File: src/rtl/ct_l2c_spsram_pkg.sv
// Shared widths and FSM encoding for the L2 cache single-port SRAM access controller.
package ct_l2c_spsram_pkg;

   localparam int ADDR_WIDTH = 9;
   localparam int DATA_WIDTH = 96;
   localparam int ENTRIES    = 512;

   typedef enum logic {
      INIT = 1'b0,
      RUN  = 1'b1
   } state_t;

endpackage

File: src/rtl/ct_l2c_spsram_rr_arb.sv
// Two-way round-robin arbiter (req[0]=read, req[1]=write); en=0 suppresses all grants.
module ct_l2c_spsram_rr_arb
   import ct_l2c_spsram_pkg::*;
(
   input  logic       forever_cpuclk,
   input  logic       cpurst,
   input  logic       en,
   input  logic [1:0] req,
   output logic [1:0] gnt
);

   logic wr_first;

   always_comb begin
      gnt = 2'b00;
      if (en) begin
         if (req == 2'b11) begin
            gnt = wr_first ? 2'b10 : 2'b01;
         end else begin
            gnt = req;
         end
      end
   end

   // Priority flips toward whichever side was not granted last; reset favours the read.
   always_ff @(posedge forever_cpuclk) begin
      if (cpurst) begin
         wr_first <= 1'b0;
      end else if (gnt[0]) begin
         wr_first <= 1'b1;
      end else if (gnt[1]) begin
         wr_first <= 1'b0;
      end
   end

endmodule

File: src/rtl/ct_l2c_spsram_ctrl_512x96.sv
// Access controller for one ct_spsram_512x96: round-robin read/write arbitration, registered SRAM inputs.
// Define CT_L2C_SPSRAM_INIT_EN to zero-fill the whole array after reset before any request is granted.
module ct_l2c_spsram_ctrl_512x96 #(
   parameter int ADDR_WIDTH = ct_l2c_spsram_pkg::ADDR_WIDTH,
   parameter int DATA_WIDTH = ct_l2c_spsram_pkg::DATA_WIDTH
) (
   input  logic                  forever_cpuclk,
   input  logic                  cpurst,
   input  logic                  rd_req,
   input  logic [ADDR_WIDTH-1:0] rd_addr,
   output logic                  rd_gnt,
   output logic                  rd_data_vld,
   output logic [DATA_WIDTH-1:0] rd_data,
   input  logic                  wr_req,
   input  logic [ADDR_WIDTH-1:0] wr_addr,
   input  logic [DATA_WIDTH-1:0] wr_data,
   input  logic [DATA_WIDTH-1:0] wr_bmask,
   output logic                  wr_gnt,
   output logic                  init_busy,
   output logic [ADDR_WIDTH-1:0] sram_a,
   output logic                  sram_cen,
   output logic                  sram_gwen,
   output logic [DATA_WIDTH-1:0] sram_wen,
   output logic [DATA_WIDTH-1:0] sram_d,
   input  logic [DATA_WIDTH-1:0] sram_q
);
   import ct_l2c_spsram_pkg::*;

   state_t                state;
   logic [ADDR_WIDTH-1:0] init_cnt;
   logic [1:0]            gnt;
   logic [1:0]            rd_vld_q;

`ifdef CT_L2C_SPSRAM_INIT_EN
   state_t state_nxt;

   always_ff @(posedge forever_cpuclk) begin
      if (cpurst) begin
         state    <= INIT;
         init_cnt <= '0;
      end else begin
         state <= state_nxt;
         if (state == INIT) begin
            init_cnt <= init_cnt + 1'b1;
         end
      end
   end

   // The cycle that issues the last entry hands over to RUN.
   always_comb begin
      state_nxt = state;
      if ((state == INIT) && (init_cnt == ADDR_WIDTH'(ENTRIES - 1))) begin
         state_nxt = RUN;
      end
   end

   assign init_busy = (state == INIT);
`else
   assign state     = RUN;
   assign init_cnt  = '0;
   assign init_busy = 1'b0;
`endif

   ct_l2c_spsram_rr_arb u_arb (
      .forever_cpuclk (forever_cpuclk),
      .cpurst         (cpurst),
      .en             ((state == RUN) && !cpurst),
      .req            ({wr_req, rd_req}),
      .gnt            (gnt)
   );

   assign rd_gnt = gnt[0];
   assign wr_gnt = gnt[1];

   // Every SRAM input is registered; the sweep owns the port while INIT is active.
   always_ff @(posedge forever_cpuclk) begin
      if (cpurst) begin
         sram_a    <= '0;
         sram_cen  <= 1'b1;
         sram_gwen <= 1'b1;
         sram_wen  <= '1;
         sram_d    <= '0;
      end else if (init_busy) begin
         sram_a    <= init_cnt;
         sram_cen  <= 1'b0;
         sram_gwen <= 1'b0;
         sram_wen  <= '0;
         sram_d    <= '0;
      end else if (gnt[0]) begin
         sram_a    <= rd_addr;
         sram_cen  <= 1'b0;
         sram_gwen <= 1'b1;
         sram_wen  <= '1;
      end else if (gnt[1]) begin
         sram_a    <= wr_addr;
         sram_cen  <= 1'b0;
         sram_gwen <= 1'b0;
         sram_wen  <= ~wr_bmask;
         sram_d    <= wr_data;
      end else begin
         sram_cen  <= 1'b1;
         sram_gwen <= 1'b1;
         sram_wen  <= '1;
      end
   end

   // Two-stage valid pipe: grant cycle, SRAM capture cycle, then Q is presented.
   always_ff @(posedge forever_cpuclk) begin
      if (cpurst) begin
         rd_vld_q <= 2'b00;
      end else begin
         rd_vld_q <= {rd_vld_q[0], gnt[0]};
      end
   end

   assign rd_data_vld = rd_vld_q[1] && !cpurst;
   assign rd_data     = sram_q;

endmodule

File: config.mk
export PLATFORM = sky130hd
export DESIGN_NAME = ct_l2c_spsram_ctrl_512x96
export DESIGN_NICKNAME = d
export VERILOG_FILES = /design/src/rtl/ct_l2c_spsram_pkg.sv /design/src/rtl/ct_l2c_spsram_rr_arb.sv /design/src/rtl/ct_l2c_spsram_ctrl_512x96.sv
export SDC_FILE = /design/constraint.sdc
export NUM_CORES = 1
export LEC_CHECK = 0
export BUFFER_PORTS_ARGS = -buffer_cell sky130_fd_sc_hd__buf_2
export CORE_AREA = 2 2 241 243
export CTS_CLUSTER_SIZE = 12
export DETAILED_ROUTE_END_ITERATION = 16
export DIE_AREA = 0 0 243 245
export GPL_TIMING_DRIVEN = 0
export PLACE_DENSITY = 0.34
export SLEW_MARGIN = 15
export SYNTH_ARGS = -nofsm -noshare
export SYNTH_HDL_FRONTEND = slang
export SYNTH_HIERARCHICAL = 1
export SYNTH_SLANG_ARGS = --single-unit
File: constraint.sdc
create_clock -name forever_cpuclk -period 2.25 [get_ports forever_cpuclk]
set_clock_uncertainty 0.1 [all_clocks]
set_input_delay 0.225 -clock forever_cpuclk [delete_from_list [all_inputs] [get_ports forever_cpuclk]]
set_output_delay 0.225 -clock forever_cpuclk [all_outputs]
set_load 0.02 [all_outputs]
==> results of run 1 <==
-- how the worst max path moves through the flow --
stage / start / endpoint / slack [ns] / cells after the start
floorplan: cpurst / sram_a[0]$_SDFFE_PP0P_ / 0.1 / 9
global placement: cpurst / sram_wen[83]$_SDFF_PP1_ / -1.01 / 12
detailed placement: cpurst / sram_wen[83]$_SDFF_PP1_ / -1.01 / 12
CTS: cpurst / sram_wen[83]$_SDFF_PP1_ / 0.04 / 12
global route: u_arb/wr_first$_SDFFE_PP0P_ / sram_d[39]$_SDFFE_PP0P_ / 0.04 / 7
finish: u_arb/wr_first$_SDFFE_PP0P_ / sram_wen[83]$_SDFF_PP1_ / 0.26 / 7
-- cells by family after synthesis --
kind of cell / synth area share [%]
buf+inv: 14.1
flops: 59.1
compound gates: 7.30
mux: 2.74
simple gates: 16.7
other cells: 0.0538
-- flip-flops by register name (all words and copies together) (netlist names) --
signal	cells
rd_vld_q	2
sram_a	9
sram_cen	1
sram_d	96
sram_gwen	1
sram_wen	96
u_arb/wr_first	1
-- per-stage QoR --
step | utilization [%] | area, µm² | total power (W) | setup WS (ns)
CTS | 23.7 | 13500 | 0.00974 | 0.0416
floorplan | - | 6980 | 0.00448 | 0.0963
global placement | 18.4 | 10500 | 0.00498 | -1.01
global route | 23.7 | 13500 | 0.00999 | 0.0368
detailed placement | 18.4 | 10500 | 0.00498 | -1.01
finish | 23.7 | 13500 | 0.00953 | 0.256
-- worst min-delay path, stage by stage --
cell,delay (ns)
buf_2,0.12
nand2_1,0.05
a21oi_1,0.09
mux2i_1,0.14
nor2_1,0.07
-- routing by layer --
layer	vias to the layer above	global-route usage (%)	wire (µm)
met2	296	18.5	16800
met5	-	0	0
met3	46	2.07	1980
li1	3859	-	-
met1	3535	11.2	12200
met4	0	3.37	814
-- final cells by class --
cell class,count,area share [%]
repair buffers,729,34.8
flip-flops and latches,206,30.4
multi-input cells,425,13.8
plain buffers,142,7.20
well taps,765,7.07
clock buffers,38,5.58
clock inverters,9,0.998
inverters,3,0.0831
-- Yosys cell counts (all sizes together) --
library cell and number:
mux2 9, nor2b 4, conb 1, inv 3, mux2i 9, o21ai 1
clkbuf 11, a21oi 99, nor2 10, nand2b 1, nand2 290, dfxtp 206
buf 132, a311oi 1
-- power breakdown --
part	leakage (nW)	total, W	switching [W]	internal [W]
Sequential	1.68	0.00380	0.0000429	0.00376
Clock	0.440	0.00435	0.00168	0.00267
Combinational	3.98	0.00139	0.000681	0.000706
Total	6.10	0.00953	0.00241	0.00713
-- what timing repair did --
| action | 4_1_cts | 5_1_grt |
|---|---|---|
| endpoints found under the setup margin | 148 | 29 |
| setup buffers | 2 | 0 |
| resized for setup | 2 | 3 |
| endpoints found under the hold margin | 202 | 0 |
| pin swaps | 1 | 0 |
| hold buffers | 212 | 0 |
==> qor.txt, run 1 <==
Hold crit path type -> primary input to flop
Multi-input gate area -> 1870 µm²
N_diodes -> 0
Mapped Nets -> 1087
Hold endpoint -> sram_a[0]$_SDFFE_PP0P_
Starting density of the core -> 12.2%
Port-buffer cells -> 515
Req. time, crit path -> 2.54 ns
Synth top area share -> 59.1%
Mapped Avg Cell Area -> 8.98 µm²
Fmax -> 502 MHz
FF+latch count, synth -> 206
Sink Count -> 206
Largest net degree at the start of global routing -> 14
DRC viols -> 0
Pwr/cell area -> 704 nW/µm²
CP max FO -> 10
Fillers -> 6363
Vias per inst -> 3.34
Routed len/inst -> 13.7 µm
Initial DRC count -> 113
Outcome -> completed
Worst path bufs/invs -> 3
Final period util -> 88.6%
Yosys warns -> 6
Post-layout minimum cycle time -> 1.99 ns
Crit path top cell by count -> buf_4
Worst-Skew Late Latency -> 0.54 ns
Layout cells sized above 1 -> 45.0%
Worst Hold Path Cells -> 5
First-pass GRT wire length -> 45.5 mm
Die width -> 243 µm
Post-DP HPWL -> 24.4 mm
Synth cell types -> 17
CTS max path bufs -> 3
Clock transition at the registers of the reported paths -> 0.06 ns
CTS tree -> yes
Crit-path leading delay family -> buffers and inverters
Total Routed Length -> 31.8 mm
Worst vdd ir -> 412 µV
Gr usage total -> 9.92%
Most common cell after layout, fill and taps aside -> buf_2
Die area -> 59500 µm²
GRT overflow -> 0
Final Max Tran Viols -> 0
R2r endpoint -> sram_wen[83]$_SDFF_PP1_
Area grow syn2layout -> 94.2%
Reg2Reg Setup Slack -> 0.26 ns
Final Instance Count excl. Fillers -> 2317
Maxcap violations -> 0
Critical path startpoint category -> flop
Via count -> 7736
Final setup fails -> 0
Post-DRT Antenna Nets -> 0
Boundary pin count -> 613
Final Hold Viols -> 0
WS Path Type -> flop to flop
Register area share after synthesis -> 59.1%
Worst-path cell chain -> a21oi_1 -> nand2b_1 -> buf_4 -> nor2_4 -> buf_4 -> buf_4 -> nand2_1
Slowest-stage cell, CP -> dfxtp_1
GPL Wtd Cong -> 0.846
Most frequent cells in the layout -> buf_2 (535), nand2_1 (290), dlygate4sd3_1 (212)
Setup TNS -> 0 ns
Die extent in y -> 245 µm
Hold WS -> 0.0833 ns
Cell taking the most area after synthesis -> dfxtp_1
Critical Path Max Stage Delay -> 0.37 ns
R2R cell count -> 7
Core Region -> 57000 µm²
Fin nets -> 1843
Placed cells -> 2057
Relative slew slack -> 47.0%
Site row count -> 88
CTS H-tree depth -> 1
Vias in the first global route -> 7914
Root buffer cell -> clkbuf_16
Hold Startpoint -> rd_req
Antenna violations before repair -> 0
P_leak -> 6.10 nW
Worst-margin pin slew -> 0.796 ns
Largest cells by area after synthesis -> dfxtp_1 (59%), nand2_1 (16%), buf_4 (12%)
Post-Synthesis Cell Area -> 6980 µm²
Crit. End Element -> flop
Crit path DAT -> 2.29 ns
1st-pass router iterations -> 4
Cells after Synth -> 777
RSZ-0062 raised after global routing -> no
Total CTS buffers -> 26
Reg area -> 4120 µm²
RR Startpoint -> u_arb/wr_first$_SDFFE_PP0P_
(Power assumes the default switching activity.)
==> inputs of run 2 (changes only) <==
- ABC_AREA: not set -> 1
==> qor.txt, run 2 <==
Root buffer cell -> clkbuf_16
Worst-path cell chain -> buf_2 -> inv_4 -> buf_4 -> nand2_1 -> a21oi_2 -> clkbuf_2 -> nand3_1 -> nand3_1 -> dlygate4sd3_1 -> nand2_1 -> inv_1
Cell with the most instances after synthesis -> dfxtp_1
Gr usage total -> 9.97%
Via count -> 7852
Regs by FF count -> sram_d: 96 flops, sram_wen: 96 flops, sram_a: 9 flops
Final setup fails -> 0
Ys async rst share -> 0%
Mapped Nets -> 1119
Routed len/inst -> 13.5 µm
Starting density of the core -> 12.2%
Final instance area -> 13500 µm²
GRT overflow -> 0
Synth top area share -> 59.1%
Dpl cell area -> 10500 µm²
Worst vdd ir -> 426 µV
Largest net degree at the start of global routing -> 21
Post-Synthesis Cell Area -> 6980 µm²
DP Worst Slack -> -1.19 ns
Cells after Synth -> 809
WS Path Type -> primary input to flop
Crit. End Element -> flop
Final Max Tran Viols -> 0
Boundary pin count -> 613
Yosys warns -> 6
CTS tree -> yes
Largest cells by area after synthesis -> dfxtp_1 (59%), buf_4 (11%), nor2_1 (11%)
Post-synth EDFFs -> 0
Sw frac -> 26.5%
Total CTS buffers -> 25
Register area share after synthesis -> 59.1%
Synth Flop Type -> dfxtp_1
First-pass GRT wire length -> 45.9 mm
Combinational share of power -> 16.1%
Port-buffer cells -> 515
Req. time, crit path -> 2.66 ns
Crit-path leading delay family -> buffers and inverters
1st-pass router iterations -> 4
CTS max path bufs -> 3
Worst path bufs/invs -> 6
Outcome -> completed
Post-DP HPWL -> 24.4 mm
Hold WS -> 0.212 ns
CTS H-tree depth -> 1
Relative slew slack -> 65.7%
Die area -> 59500 µm²
Layout cells sized above 1 -> 44.1%
Site row count -> 88
Area grow syn2layout -> 93.8%
Total Routed Length -> 31.7 mm
Placed cells -> 2089
Final period util -> 90.7%
Fillers -> 6397
Post-layout minimum cycle time -> 2.04 ns
Vias per inst -> 3.35
Hold crit path type -> primary input to flop
Worst-margin pin slew -> 0.513 ns
DRC viols -> 0
Clock transition at the registers of the reported paths -> 0.06 ns
Initial DRC count -> 171
Cell taking the most area after synthesis -> dfxtp_1
Clock power share -> 43.5%
Post-DRT Antenna Nets -> 0
Final Hold Viols -> 0
Vias in the first global route -> 8004
Core Region -> 57000 µm²
Post-synth top cells -> dfxtp_1 (206), nor2_1 (196), nand2_1 (127)
RSZ-0062 raised after global routing -> no
Most common cell after layout, fill and taps aside -> buf_2
Fin nets -> 1874
N_diodes -> 0
Critical Path Max Stage Delay -> 0.56 ns
Post-layout util -> 23.7%
GPL Wtd Cong -> 0.808
Pwr/cell area -> 705 nW/µm²
Final WS setup -> 0.209 ns
Die extent in y -> 245 µm
Slowest-stage cell, CP -> dlygate4sd3_1
Worst-Skew Late Latency -> 0.55 ns
Crit path DAT -> 2.45 ns
Maxcap violations -> 0
Final Instance Count excl. Fillers -> 2347
P_leak -> 6.30 nW
Net Switching -> 0.00253 W
Synth cell types -> 19
CP max FO -> 20
Antenna violations before repair -> 1
Critical path startpoint category -> primary input
Mapped Avg Cell Area -> 8.63 µm²
Internal power -> 0.00701 W
FF+latch count, synth -> 206
Sequential power share -> 40.4%
Sink Count -> 206
Die width -> 243 µm
Most frequent cells in the layout -> buf_2 (533), dlygate4sd3_1 (212), dfxtp_1 (206)
Fmax -> 490 MHz
run 2: cell types whose count changed in the layout (fill, tap and decap cells not counted), sizes merged, moves of 14 or more:
cell / before / now
nor2: 10 / 197
nand2: 290 / 129
a21oi: 99 / 2
o21ai: 1 / 97
nand3: 0 / 18
inv: 4 / 18
run 2: layout make-up:
type                    count  area, µm²  area share [%]
plain buffers             140        956            7.07
clock buffers              38        764            5.65
clock inverters             7       85.1           0.629
inverters                  18       70.1           0.518
multi-input cells         444       1840            13.6
flip-flops and latches    206       4120            30.5
well taps                 765        957            7.08
repair buffers            729       4730            35.0
run 2: metal layers:
layer,global-route usage [%],up-vias,routed length (µm)
met3,2.95,44,2370
met4,3.14,2,934
met1,10.7,3502,12200
met2,18.7,375,16200
li1,-,3929,-
met5,0,-,16
run 2: logic make-up (layout without fill, tap and decap cells):
group,count (synthesis),after routing,share of synthesized area [%]
AOI/OAI and AO/OA,99,99,7.15
DFF,206,206,59.1
and+or+nand+nor,344,344,19.1
buffers and inverters,159,932,14.6
other,1,1,0.0537
run 2: path summary, 6_finish.rpt:
check	cells past startpoint	endpoint	slack, ns	startpoint
worst max-delay path	11	sram_a[4]$_SDFFE_PP0P_	0.21	cpurst
worst min-delay path	5	sram_wen[31]$_SDFF_PP1_	0.21	cpurst
worst max register to register	8	sram_a[4]$_SDFFE_PP0P_	0.22	u_arb/wr_first$_SDFFE_PP0P_
worst min register to register	2	rd_vld_q[1]$_SDFF_PP0_	0.30	rd_vld_q[0]$_SDFF_PP0_
run 2: power groups by stage:
stage / registers [W] / logic, W / clock network (W)
2_1_floorplan: 0.00410 / 0.000521 / 0
3_3_place_gp: 0.00393 / 0.00125 / 0
3_5_place_dp: 0.00393 / 0.00125 / 0
4_1_cts: 0.00385 / 0.00156 / 0.00437
5_1_grt: 0.00386 / 0.00167 / 0.00450
6_report: 0.00385 / 0.00153 / 0.00415
run 2: repair_timing:
| item | in CTS | in global routing |
|---|---|---|
| endpoints found under the hold margin | 204 | 0 |
| hold buffers | 212 | 0 |
| gates resized for setup | 4 | 7 |
| pin swaps | 1 | 0 |
| setup endpoints to repair | 204 | 7 |
| setup buffers | 2 | 0 |
run 2: per-stage QoR:
stage,TNS (ns),power (W)
global route,0,0.0100
global placement,-176.76,0.00518
floorplan,0,0.00462
finish,0,0.00954
detailed placement,-179.05,0.00518
CTS,0,0.00978
run 2: worst min-delay path, cell delays in order:
cell and delay, ns:
buf_2 0.16, nor2_4 0.05, buf_12 0.14, buf_2 0.18, nand2_1 0.07
